$ cat src/rtl/fetch_ctrl_if.sv
// rtl/fetch_ctrl_if.sv - instruction memory request/response bundle for fetch_ctrl
interface fetch_ctrl_if;
  logic        imem_req;
  logic [31:0] imem_addr;
  logic        imem_ack;
  logic [31:0] imem_rdata;

  // Fetch unit side: issues requests, receives responses.
  modport master (
    output imem_req,
    output imem_addr,
    input  imem_ack,
    input  imem_rdata
  );

  // Memory side: receives requests, returns responses.
  modport slave (
    input  imem_req,
    input  imem_addr,
    output imem_ack,
    output imem_rdata
  );
endinterface

$ cat src/rtl/fetch_ctrl.sv
// rtl/fetch_ctrl.sv - single-outstanding instruction fetch controller; optional perf counters under FETCH_CTRL_PERF_CNT_EN
module fetch_ctrl #(
  parameter logic [31:0] RESET_PC = 32'h0000_0000,
  parameter logic [31:0] PC_STEP  = 32'd1
) (
  input  logic              clk,
  input  logic              rst,
  fetch_ctrl_if.master      imem,
  input  logic              redirect_valid,
  input  logic [31:0]       redirect_pc,
  input  logic              stall,
  output logic              if_valid,
  output logic [31:0]       if_pc,
  output logic [31:0]       if_instr
`ifdef FETCH_CTRL_PERF_CNT_EN
  ,
  output logic [31:0]       perf_fetch_cnt,
  output logic [31:0]       perf_stall_cnt
`endif
);

  // FETCH: may issue; WAIT: one request outstanding; DRAIN: outstanding
  // response belongs to a squashed path and must be swallowed.
  typedef enum logic [1:0] {
    FETCH = 2'd0,
    WAIT  = 2'd1,
    DRAIN = 2'd2
  } state_t;

  state_t      state;
  logic [31:0] pc;

  logic slot_free;
  logic consume;
  logic issue;
  logic fill;

  // The slot can accept a new word if it is empty or is being drained this cycle.
  assign slot_free = !if_valid || !stall;
  assign consume   = if_valid && !stall;

  // A request is only launched when its result is guaranteed a home; a
  // redirect in the same cycle would make the current pc stale.
  assign issue = (state == FETCH) && slot_free && !redirect_valid && !rst;

  // A response only lands in the slot if nothing squashed it.
  assign fill = (state == WAIT) && imem.imem_ack && !redirect_valid;

  assign imem.imem_req  = issue;
  assign imem.imem_addr = pc;

  // Fetch state machine, pc tracking and the registered output slot.
  always_ff @(posedge clk) begin
    if (rst) begin
      state    <= FETCH;
      pc       <= RESET_PC;
      if_valid <= 1'b0;
      if_pc    <= 32'h0;
      if_instr <= 32'h0;
    end else begin
      case (state)
        FETCH: begin
          // Any ack seen here has no matching request and is ignored.
          if (redirect_valid) begin
            pc <= redirect_pc;
          end else if (issue) begin
            state <= WAIT;
          end
        end
        WAIT: begin
          if (redirect_valid) begin
            pc <= redirect_pc;
            // If the response arrives together with the redirect it is
            // already retired, so no drain is needed.
            state <= imem.imem_ack ? FETCH : DRAIN;
          end else if (imem.imem_ack) begin
            pc    <= pc + PC_STEP;
            state <= FETCH;
          end
        end
        DRAIN: begin
          if (redirect_valid) begin
            pc <= redirect_pc;
          end
          if (imem.imem_ack) begin
            state <= FETCH;
          end
        end
        default: begin
          state <= FETCH;
        end
      endcase

      // Redirect beats fill, fill beats consumption.
      if (redirect_valid) begin
        if_valid <= 1'b0;
      end else if (fill) begin
        if_valid <= 1'b1;
        if_pc    <= pc;
        if_instr <= imem.imem_rdata;
      end else if (consume) begin
        if_valid <= 1'b0;
      end
    end
  end

`ifdef FETCH_CTRL_PERF_CNT_EN
  // Count delivered instructions and cycles the held word is blocked downstream.
  always_ff @(posedge clk) begin
    if (rst) begin
      perf_fetch_cnt <= 32'h0;
      perf_stall_cnt <= 32'h0;
    end else begin
      if (fill) begin
        perf_fetch_cnt <= perf_fetch_cnt + 32'd1;
      end
      if (if_valid && stall) begin
        perf_stall_cnt <= perf_stall_cnt + 32'd1;
      end
    end
  end
`endif

endmodule

$ cat src/flat_wrapper.sv
// flat-port wrapper written by rule: the top's interface ports become plain ports
module fetch_ctrl_flat 
#(
  parameter logic [31:0] RESET_PC = 32'h0000_0000,
  parameter logic [31:0] PC_STEP  = 32'd1
)
  (clk, rst, redirect_valid, redirect_pc, stall, if_valid, if_pc, if_instr, imem_imem_req, imem_imem_addr, imem_imem_ack, imem_imem_rdata);
  fetch_ctrl_if imem_i ();
  input  logic clk;
  input  logic rst;
  input  logic redirect_valid;
  input  logic [31:0] redirect_pc;
  input  logic stall;
  output logic if_valid;
  output logic [31:0] if_pc;
  output logic [31:0] if_instr;
  output wire logic [$bits(imem_i.imem_req)-1:0] imem_imem_req;
  output wire logic [$bits(imem_i.imem_addr)-1:0] imem_imem_addr;
  input wire logic [$bits(imem_i.imem_ack)-1:0] imem_imem_ack;
  input wire logic [$bits(imem_i.imem_rdata)-1:0] imem_imem_rdata;
  assign imem_imem_req = imem_i.imem_req;
  assign imem_imem_addr = imem_i.imem_addr;
  assign imem_i.imem_ack = imem_imem_ack;
  assign imem_i.imem_rdata = imem_imem_rdata;
  fetch_ctrl #(.RESET_PC(RESET_PC), .PC_STEP(PC_STEP)) u_core (.clk(clk), .rst(rst), .imem(imem_i), .redirect_valid(redirect_valid), .redirect_pc(redirect_pc), .stall(stall), .if_valid(if_valid), .if_pc(if_pc), .if_instr(if_instr));
endmodule
$ cat config.mk
export PLATFORM = sky130hd
export DESIGN_NAME = fetch_ctrl_flat
export DESIGN_NICKNAME = d
export VERILOG_FILES = /design/src/rtl/fetch_ctrl_if.sv /design/src/rtl/fetch_ctrl.sv /design/src/flat_wrapper.sv
export SDC_FILE = /design/constraint.sdc
export NUM_CORES = 1
export LEC_CHECK = 0
export ABC_CLOCK_PERIOD_IN_PS = 2770
export CORE_MARGIN = 2
export CORE_UTILIZATION = 30
export CTS_CLUSTER_DIAMETER = 80
export DETAILED_ROUTE_END_ITERATION = 8
export SKIP_CTS_REPAIR_TIMING = 1
export SLEW_MARGIN = 15
export SYNTH_ARGS = -nofsm -noshare
export SYNTH_HDL_FRONTEND = slang
export SYNTH_SLANG_ARGS = --single-unit
$ cat constraint.sdc
create_clock -name clk -period 2.77 [get_ports clk]
set_clock_uncertainty 0.1 [all_clocks]
set_input_delay 0.554 -clock clk [delete_from_list [all_inputs] [get_ports clk]]
set_output_delay 0.554 -clock clk [all_outputs]
set_load 0.01 [all_outputs]
# --- Word-level counts from Yosys, hierarchy flattened ---
# Index checks and enable logic that the tools add are counted.
classes:
  addsub: 1
  multipliers: 0
  div: 0
  order_cmp: 0
  n_eq_ne: 6
  shifts: 0
  n_mux: 12
  bitwise: 1
  reduce_logical: 19
ops:
  columns: ["cell", "n"]
  rows:
  - ["$mux W32", 3]
  - ["$pmux W32 S2", 1]
  - ["$add A32 B1 Y32 const B", 1]
  - ["$mux W2", 5]
  - ["$logic_and A1 B1 Y1", 6]
  - ["$pmux W2 S3", 1]
  - ["$logic_not A1 Y1", 4]
  - ["$ne A2 B2 Y1 const B", 2]
  - ["$reduce_and A2 Y1", 2]
  - ["$reduce_bool A2 Y1", 2]
  - ["$reduce_or A2 Y1", 2]
  - ["$ne A3 B3 Y1 const B", 1]
  - ["$reduce_and A3 Y1", 1]
  - ["$eq A2 B1 Y1 const B", 1]
  - ["$eq A2 B2 Y1 const B", 1]
  - ["$logic_not A2 Y1", 1]
  - ["$mux W1", 2]
  - ["$ne A2 B1 Y1 const B", 1]
  - ["$logic_or A1 B1 Y1", 1]
  - ["$not A1 Y1", 1]
word_totals:
  ff_bits: 99
  latchBits: 0
  mem_bits_rw: 0
  romBits: 0
  out_inout_bits: 98
  wordCells: 44
  n_memories: 0

# --- Logic depth before layout (Yosys ltp) ---
# Gate-level depths: netlist of the first run.
logic_depth:
  depth_word: 8
  depth_mapped: 8
  depth_no_buf: 6

# --- Worst setup path before layout of the first run ---
# Ideal clock, no wire load.
synth_timing:
  path_kind: "register to register"
  start: "reg u_core.pc[0], in the netlist u_core.imem.imem_addr[0]"
  end: "reg u_core.pc[20], in the netlist u_core.imem.imem_addr[20]"
  setup_time_ps: 74
  arrival_time_ps: 1938
  required_ps: 2596
  slack_ps: 658
  path_stages_with_launch: 7
  n_path_buf: 0
  path_cell_list: "dfxtp_1 > ha_1 > nand3_2 > nor4_4 > nand2_1 > or4_1 > a31oi_1"
synth_via:
  elab_chain_len: 4
synth_rtl:
  columns: ["item", "line_no", "source"]
  rows:
  - ["from (decl)", "fetch_ctrl.sv:31", "logic [31:0] pc;"]
  - ["from (signal assigned)", "fetch_ctrl.sv:65", "pc <= redirect_pc;"]
  - ["from (signal assigned)", "fetch_ctrl.sv:72", "pc <= redirect_pc;"]
  - ["from (signal assigned)", "fetch_ctrl.sv:77", "pc <= pc + PC_STEP;"]
  - ["$add A32 B1 Y32", "fetch_ctrl.sv:77", null]
  - ["$mux W32", "fetch_ctrl.sv:76", "end else if (imem.imem_ack) begin"]
  - ["$mux W32", "fetch_ctrl.sv:71", "if (redirect_valid) begin"]
  - ["$pmux W32 S2", "fetch_ctrl.sv:61", "case (state)"]
# No other way between the ends. The select of a mux whose other input is x is not followed.
# A chain may end at the register's enable or synchronous reset.

# --- Worst setup path in the final report of the first run ---
layout_timing:
  start: "in redirect_valid"
  end: "out imem_imem_req"
layout_via:
  elab_chain_len: 3
layout_rtl:
  columns: ["item", "line_no", "source"]
  rows:
  - ["from (decl)", "flat_wrapper.sv:11", "input logic redirect_valid;"]
  - ["$logic_not A1 Y1", "fetch_ctrl.sv:44", "assign issue = (state == FETCH) && slot_free && !redirect_valid && !rst;"]
  - ["$logic_and A1 B1 Y1 (2 in a row)", "fetch_ctrl.sv:44", null]
  - ["to (decl)", "flat_wrapper.sv:17", "output wire logic [$bits(imem_i.imem_req)-1:0] imem_imem_req;"]
# No other way between the ends.

==> results.md, run 1 <==
Final layout:
- The final cell count without fillers is 931.
- The layout overhead on the synthesized area is 52.7%.
- The final antenna diode count is 0.
- The count of nets after finishing is between 800 and 900.
- The layout cell share with drive strength beyond 1 is between 8 and 9%.

Hold path:
- The path class of the tightest hold or removal check is reg2reg.
- The worst hold path passes through 2 cells.

Synthesis:
- The count of flip-flops with a built-in enable after synthesis is 0.
- By area the synthesized netlist is led by dfxtp_1, nand2_1, a21oi_1.
- Sorting the synthesized cells by how often they occur yields nand2_1, dfxtp_1, a21oi_1.
- The share of the Yosys chip area taken by registers is between 40% and 50%.
- In the synthesized netlist, the number of instances is 578.
- The area fraction of the dominant cell type after synthesis is 44.9%.
- The primary flip-flop cell chosen by synthesis mapping is dfxtp_1.
- The number of nets handed over by synthesis was 648.
- The number of distinct library cells after synthesis is 55.
- The average instance area after synthesis is between 7 and 8 um2.
- The most repeated cell in the gate-level netlist after synthesis is nand2_1.
- The post-synthesis instance area is between 0.004 and 0.005 mm2.
- The synthesized design contains 99 register bits.
- Yosys printed 0 warnings.
- The top cell type by total area after synthesis is dfxtp_1.
- Counting flops with an async set or reset pin after synthesis yields a share of 0%.

Global routing:
- The total global routing overflow is 0.
- The number of antenna violations at the first check in global routing is 0.
- The global-route total usage across every layer is 18.7%.
- The first-pass GRT wire length is 23.6 mm.
- The number of global-route vias before repair was ~4600.
- Entering global routing, the biggest net connects 51 pins.

Routing:
- Dividing the detail-routed via count by the number of cells gives 5.09.
- The number of detailed-route iterations in the first pass is 5.
- For this run, design rule violations remaining after detail routing come to 0.
- The post-detailed-route wirelength per cell is 15.8 um.
- After detailed routing, the total wire length is 14.7 mm.
- The routed layout has around 4700 vias.
- The detailed router's first-iteration violation count is ~330.
- The post-detailed-route count of antenna-violating nets is 0.

Placement:
- The half-perimeter wire length after placement is ~10 mm.
- Including well taps, the total number of placed cells is 915.
- The number of port buffers is between 150 and 200.
- The weighted congestion at the end of routability-driven global placement is 0.798.
- Prior to clock tree synthesis, the placed netlist has a worst setup slack of 9.79 ps.

Worst setup path:
- The worst setup path is of the in2out kind.
- The capturing element type of the critical path is an output port.
- The path depth of the worst reg2reg path is 5.
- Along the worst path, the maximum fanout reaches 2.
- STA classifies the critical path startpoint as a primary input.
- The worst-case register-to-register setup slack is 460 ps.
- The arrival time at the worst endpoint is 1720 ps.
- At the worst endpoint, the required time is 2120 ps.

Clock network:
- The maximum level of the CTS H-tree is 3.
- TritonCTS built the clock tree.
- The CTS buffer count is 9.
- The worst-case clock buffer depth is 2.
- The clock-pin slew reported for the worst setup and hold paths after clock tree synthesis is 60 ps.
- CTS placed an instance of clkbuf_16 at the clock tree root.
- Clock latency on the worst-skew pair, taken at its later pin, is 350 ps.
- The count of clock tree sinks is 99.

STA:
- Summed over all failing endpoints, the final setup total negative slack is 0 ps.
- The part of the cycle the worst path needs is 85.9%.
- The worst path setup slack after routing is around 400 ps.
- The number of endpoints failing setup at the final stage is 0.
- Timing would allow up to 420 MHz.
- The slew of the pin with the lowest slew margin is 590 ps.
- The shortest clock period the worst path allows after layout is 2380 ps.
- The final count of pins violating max slew was 0.
- The count of endpoints failing hold in the final timing report came to 0.
- Setup repair after global routing left no endpoint under its margin.
- The worst pin sits at a relative slew slack of 60.4%.

Die:
- The initial core utilization is a little under a third.
- The cell row count is 44.
- The area of the die is between 0.015 and 0.02 mm2.
- The number of primary I/O pins is 167.
- The horizontal extent of the die is 125 um.
- The area of the core is 0.0145 mm2.
- In this run the vertical extent of the chip is between 100 and 150 um.

Power:
- The leakage component of the power is 2.28 nW.
- The switching part of the total power is between 20% and 30%.
- The cell area power density is 499 mW/mm2.
- For this design the total switching power over the nets is 0.829 mW.
- Cell internal power was estimated by the tool at 2.53 mW.
- Sequential cells account for 45.4% of the total power.
- Per report_power, the combinational group accounts for 13.6% of the total.
- The clock group share of total power is between 40% and 50%.
- The peak supply drop is 303 uV.

Run status:
- The run finished with clean final reports.

Job:
- Max-cap violations in this run came to 0.
==> sequential cells by signal, summed over array words and instances (netlist names) <==
register,cells
u_core.if_instr,32
u_core.if_pc,32
u_core.imem.imem_addr,32
u_core.state,2
u_core.if_valid,1
==> logic make-up after synthesis <==
logic type / Yosys count / share of synthesized area [%]
adders and majority gates: 1 / 0.283
AOI/OAI and AO/OA: 159 / 21.8
muxes: 2 / 0.482
DFF: 99 / 44.9
buffers and inverters: 52 / 4.53
and+or+nand+nor: 265 / 28.0
==> path summary, 6_finish.rpt <==
check | startpoint | endpoint
worst max register to register | u_core.imem.imem_addr[10] | u_core.imem.imem_addr[30]
worst min register to register | u_core.if_pc[10] | u_core.if_pc[10]
worst min-delay path | u_core.if_pc[10] | u_core.if_pc[10]
worst max-delay path | redirect_valid | imem_imem_req
==> layout by cell type, fill, tap and decap left out, types with 9 or more instances in the layout <==
cell type,Yosys,layout
nand3_1,17,17
o21ai_0,16,16
nor2_1,25,25
dfxtp_1,99,99
clkbuf_16,0,9
nand2_1,162,162
a31oi_1,11,11
a21oi_1,82,82
clkdlybuf4s50_1,0,164
buf_4,0,29
==> worst max-delay path: stages <==
cell and delay (ps):
clkdlybuf4s50_1 430, or3_1 380, nor3b_1 180, dlymetal6s2s_1 180
==> per-stage QoR <==
stage	hold slack, ps	power (mW)	cell area [um2]	utilization, %
2_1_floorplan	381	1.74	4420	-
3_3_place_gp	342	2.01	6410	44.3
3_5_place_dp	346	2.02	6410	44.3
4_1_cts	356	3.41	6740	46.6
5_1_grt	370	3.51	6750	46.6
6_report	352	3.36	6750	46.6
==> power by group through the flow <==
stage                     sequential, mW  clock [mW]  combinational, mW
after floorplan                     1.57           0              0.164
final                               1.53        1.38              0.457
after CTS                           1.53        1.43              0.461
after global placement              1.56           0              0.453
after global routing                1.54        1.48              0.495
after detailed placement            1.56           0              0.460
==> metal layers <==
metal / wire length (um) / global-route usage [%] / vias to the layer above
met4: 173 / 4.97 / 0
li1: - / - / 2352
met1: 6200 / 22.1 / 2200
met3: 1320 / 7.79 / 15
met2: 7000 / 31.3 / 172
met5: 0 / 0 / -
==> area by class of cell <==
type                    instances  area [um2]
clock inverters                 6        88.8
repair buffers                197        1930
fillers                      1385        7730
multi-input cells             427        2240
flip-flops and latches         99        1980
well taps                     184         230
inverters                       8        30.0
clock buffers                  10         239
No activity file was read; power rests on OpenSTA's default activity.
==> run 2, diff against run 1 <==
SETUP_SLACK_MARGIN = 0.15   (was unset)
SKIP_LAST_GASP = 1   (was unset)
==> results of run 2 <==
The final DEF is identical to that of run 1; final timing and power are the same.
==> run 3, diff against run 2 <==
CORE_ASPECT_RATIO = 0.6   (was unset)
REMOVE_ABC_BUFFERS = 1   (was unset)
==> run 3 against run 2 <==
Effect of this change:
- sequential cell count is the same
- worst setup slack better by 11 ps
- non-clock buffer count decreased by 4
- clock power down 4%
- final cell count increased by 0.97%
- critical path depth unchanged
- wire length is 3.4% higher
- power decreased by 1.4%
- largest cell class unchanged
==> results.md, run 3 (synthesis gave the netlist of run 1 again) <==
Power:
- The peak supply drop was 303 uV (-0.17%).
- The cell area power density is 493 mW/mm2 (-1.1%).
- The overall power after layout is 3.32 mW (-1.4%).
- The leakage component of the power is 2.25 nW (-0.99%).

STA:
- The shortest clock period the worst path allows after layout is 2370 ps (-10.7 ps).
- The worst slew slack as a fraction of its limit is 51.1% (-9.3 points).
- The achievable clock frequency is 422 MHz (+0.45%).
- Setup repair after global routing left no endpoint under its margin.
- The count of endpoints failing hold in the final timing report is 0 (unchanged).
- The number of endpoints failing setup at the final stage is 0 (unchanged).
- The slew of the pin with the lowest slew margin came to 734 ps (+144 ps).
- The worst path setup slack after routing is 403 ps (+10.7 ps).
- The final count of pins violating max slew came to 0 (unchanged).
- The part of the cycle the worst path needs is 85.5% (-0.39 points).

Clock network:
- The source-to-sink clock delay at the later pin of the worst-skew pair is 340 ps (about the same).
- The clock tree from TritonCTS is built.
- The CTS buffer count came to 9 (unchanged).
- The clock-pin slew reported for the worst setup and hold paths after clock tree synthesis came to 60 ps (about the same).
- The buffer cell driving the clock tree root is clkbuf_16.
- The count of clock tree sinks was 99 (unchanged).
- The worst-case clock buffer depth is 2 (unchanged).
- The maximum level of the CTS H-tree is 3 (unchanged).

Final layout:
- Leaving out fill and tap cells, the most frequent cells in the layout are clkdlybuf4s50_1, nand2_1, dfxtp_1.
- The layout cell share with drive strength beyond 1 is 7.68% (-0.75 points).
- The count of nets after finishing is 808 (-0.49%).
- Leaving out fill and tap cells, the most frequent cell in the layout is clkdlybuf4s50_1.
- The final antenna diode count came to 0 (unchanged).
- The area growth from synthesis to layout is 52.3%.
- The final cell count without fillers is 940 (+0.97%).

Hold path:
- The worst hold path stage count is 2 (unchanged).
- The path with the worst hold slack has its endpoint at u_core.if_instr[27].
- In this run the most critical hold path is launched from u_core.if_instr[27].
- The class of the worst hold path is reg2reg.

Global routing:
- The global-route total usage across every layer is 19.1% (+0.43 points).
- The total global routing overflow is 0 (unchanged).
- The number of global-route vias before repair is 4731 (+3.5%).
- The first-pass GRT wire length is 24.4 mm (+3.3%).
- The maximum number of pins on one net before global-route repair is 65 (+27%).
- The number of antenna violations at the first check in global routing is 0 (unchanged).

Worst setup path:
- The largest fanout on the critical path was 2 (unchanged).
- Tracing the worst setup path back leads to its startpoint at redirect_valid.
- The category of the most critical setup path is in2out.
- STA classifies the critical path endpoint as an output port.
- The required time of the worst setup path was 2120 ps (about the same).
- The kind of cell with the highest combined delay along the critical path is buffers and inverters.
- The worst setup path is launched from a primary input.
- The maximum single-stage delay on the critical path is 420 ps (about the same).
- In this run the critical register-to-register path is captured at u_core.imem.imem_addr[30].
- The arrival time at the worst endpoint is 1710 ps (about the same).
- The reg-to-reg startpoint is u_core.imem.imem_addr[1].
- The worst-case register-to-register setup slack is 470 ps (about the same).
- The number of buffers and inverters on the critical path is 2 (unchanged).
- For this design, the slowest cell found on the critical path is clkdlybuf4s50_1.
- The path depth of the worst reg2reg path is 6 (+1).
- Walking the worst path, the cells encountered are clkdlybuf4s50_1 -> or3_1 -> nor3b_1 -> dlymetal6s2s_1.

Routing:
- The via density per instance is 5.09 (about the same).
- The post-route DRC violation count is 0 (unchanged).
- The detailed router's first-iteration violation count is 392 (+20%).
- The number of detailed-route iterations in the first pass was 5 (unchanged).
- The post-detailed-route count of antenna-violating nets was 0 (unchanged).
- The final routed wirelength across all metal layers is 15.2 mm (+3.4%).
- The post-detailed-route wirelength per cell is 16.2 um (+2.4%).
- The via total after detailed routing is 4787 (+1.0%).

Die:
- The die extent in y came to 98.0 um (-22%).
- The initial core utilization is 30.6% (+0.12 points).
- The cell row count is 34 (-23%).
- The area of the core is 0.0144 mm2 (-0.40%).
- The horizontal extent of the die was 161 um (+28%).
- The number of primary I/O pins was 167 (unchanged).
- The area of the die came to 0.0157 mm2 (+0.20%).

Placement:
- The half-perimeter wire length after placement is 10.7 mm (+3.2%).
- The number of port buffers is 166 (unchanged).
- The setup slack at placement is 16.6 ps (+6.82 ps).
- The weighted congestion at the end of routability-driven global placement was 0.818 (+2.5%).
- The number of instances in the placed design is 925 (+1.1%).

Run status:
- The run finished with clean final reports.

Job:
- The number of max-capacitance violations reported is 0 (unchanged).
-- run 3: worst max-delay path by stage --
| stage | cells past startpoint | endpoint |
|---|---|---|
| after floorplan | 5 | u_core.imem.imem_addr[15] |
| after global placement | 4 | imem_imem_req |
| after detailed placement | 4 | imem_imem_req |
| after CTS | 4 | imem_imem_req |
| after global routing | 6 | u_core.imem.imem_addr[30] |
| final | 4 | imem_imem_req |
-- run 3: metal layers --
layer	vias to the layer above	GRT usage (%)	routed length [um]
li1	2340	-	-
met1	2224	26.5	7280
met2	211	29.0	6470
met3	12	5.95	1350
met4	0	4.50	104
met5	-	0	0
-- run 3: worst register-to-register path, cell delays in order, from the launching register on --
cell	delay, ps
dfxtp_1	420
ha_1	240
nand3_2	160
nor4_4	430
nand4_4	250
or4_1	460
a31oi_1	170
-- run 3: report_power, final --
| group | internal (mW) | total (mW) | switching [mW] | leakage, nW |
|---|---|---|---|---|
| clock | 0.786 | 1.33 | 0.548 | 0.152 |
| combinational | 0.247 | 0.447 | 0.201 | 1.30 |
| sequential | 1.47 | 1.54 | 0.0672 | 0.805 |
| total | 2.50 | 3.32 | 0.816 | 2.25 |
-- run 3: final cells by class --
class	instances	area [um2]
Fill cell	1427	7700
Multi-Input combinational cell	427	2240
Sequential cell	99	1980
Timing Repair Buffer	193	1910
Tap cell	198	248
Clock buffer	10	229
Clock inverter	5	78.8
Inverter	8	30.0
-- run 3: stage by stage --
stage	cell area (um2)	setup TNS [ps]	utilization, %	hold WS, ps
floorplan	4250	-141780	-	374
global placement	6410	0	44.5	341
detailed placement	6410	0	44.5	347
CTS	6720	0	46.6	356
global route	6730	0	46.6	375
finish	6730	0	46.6	354
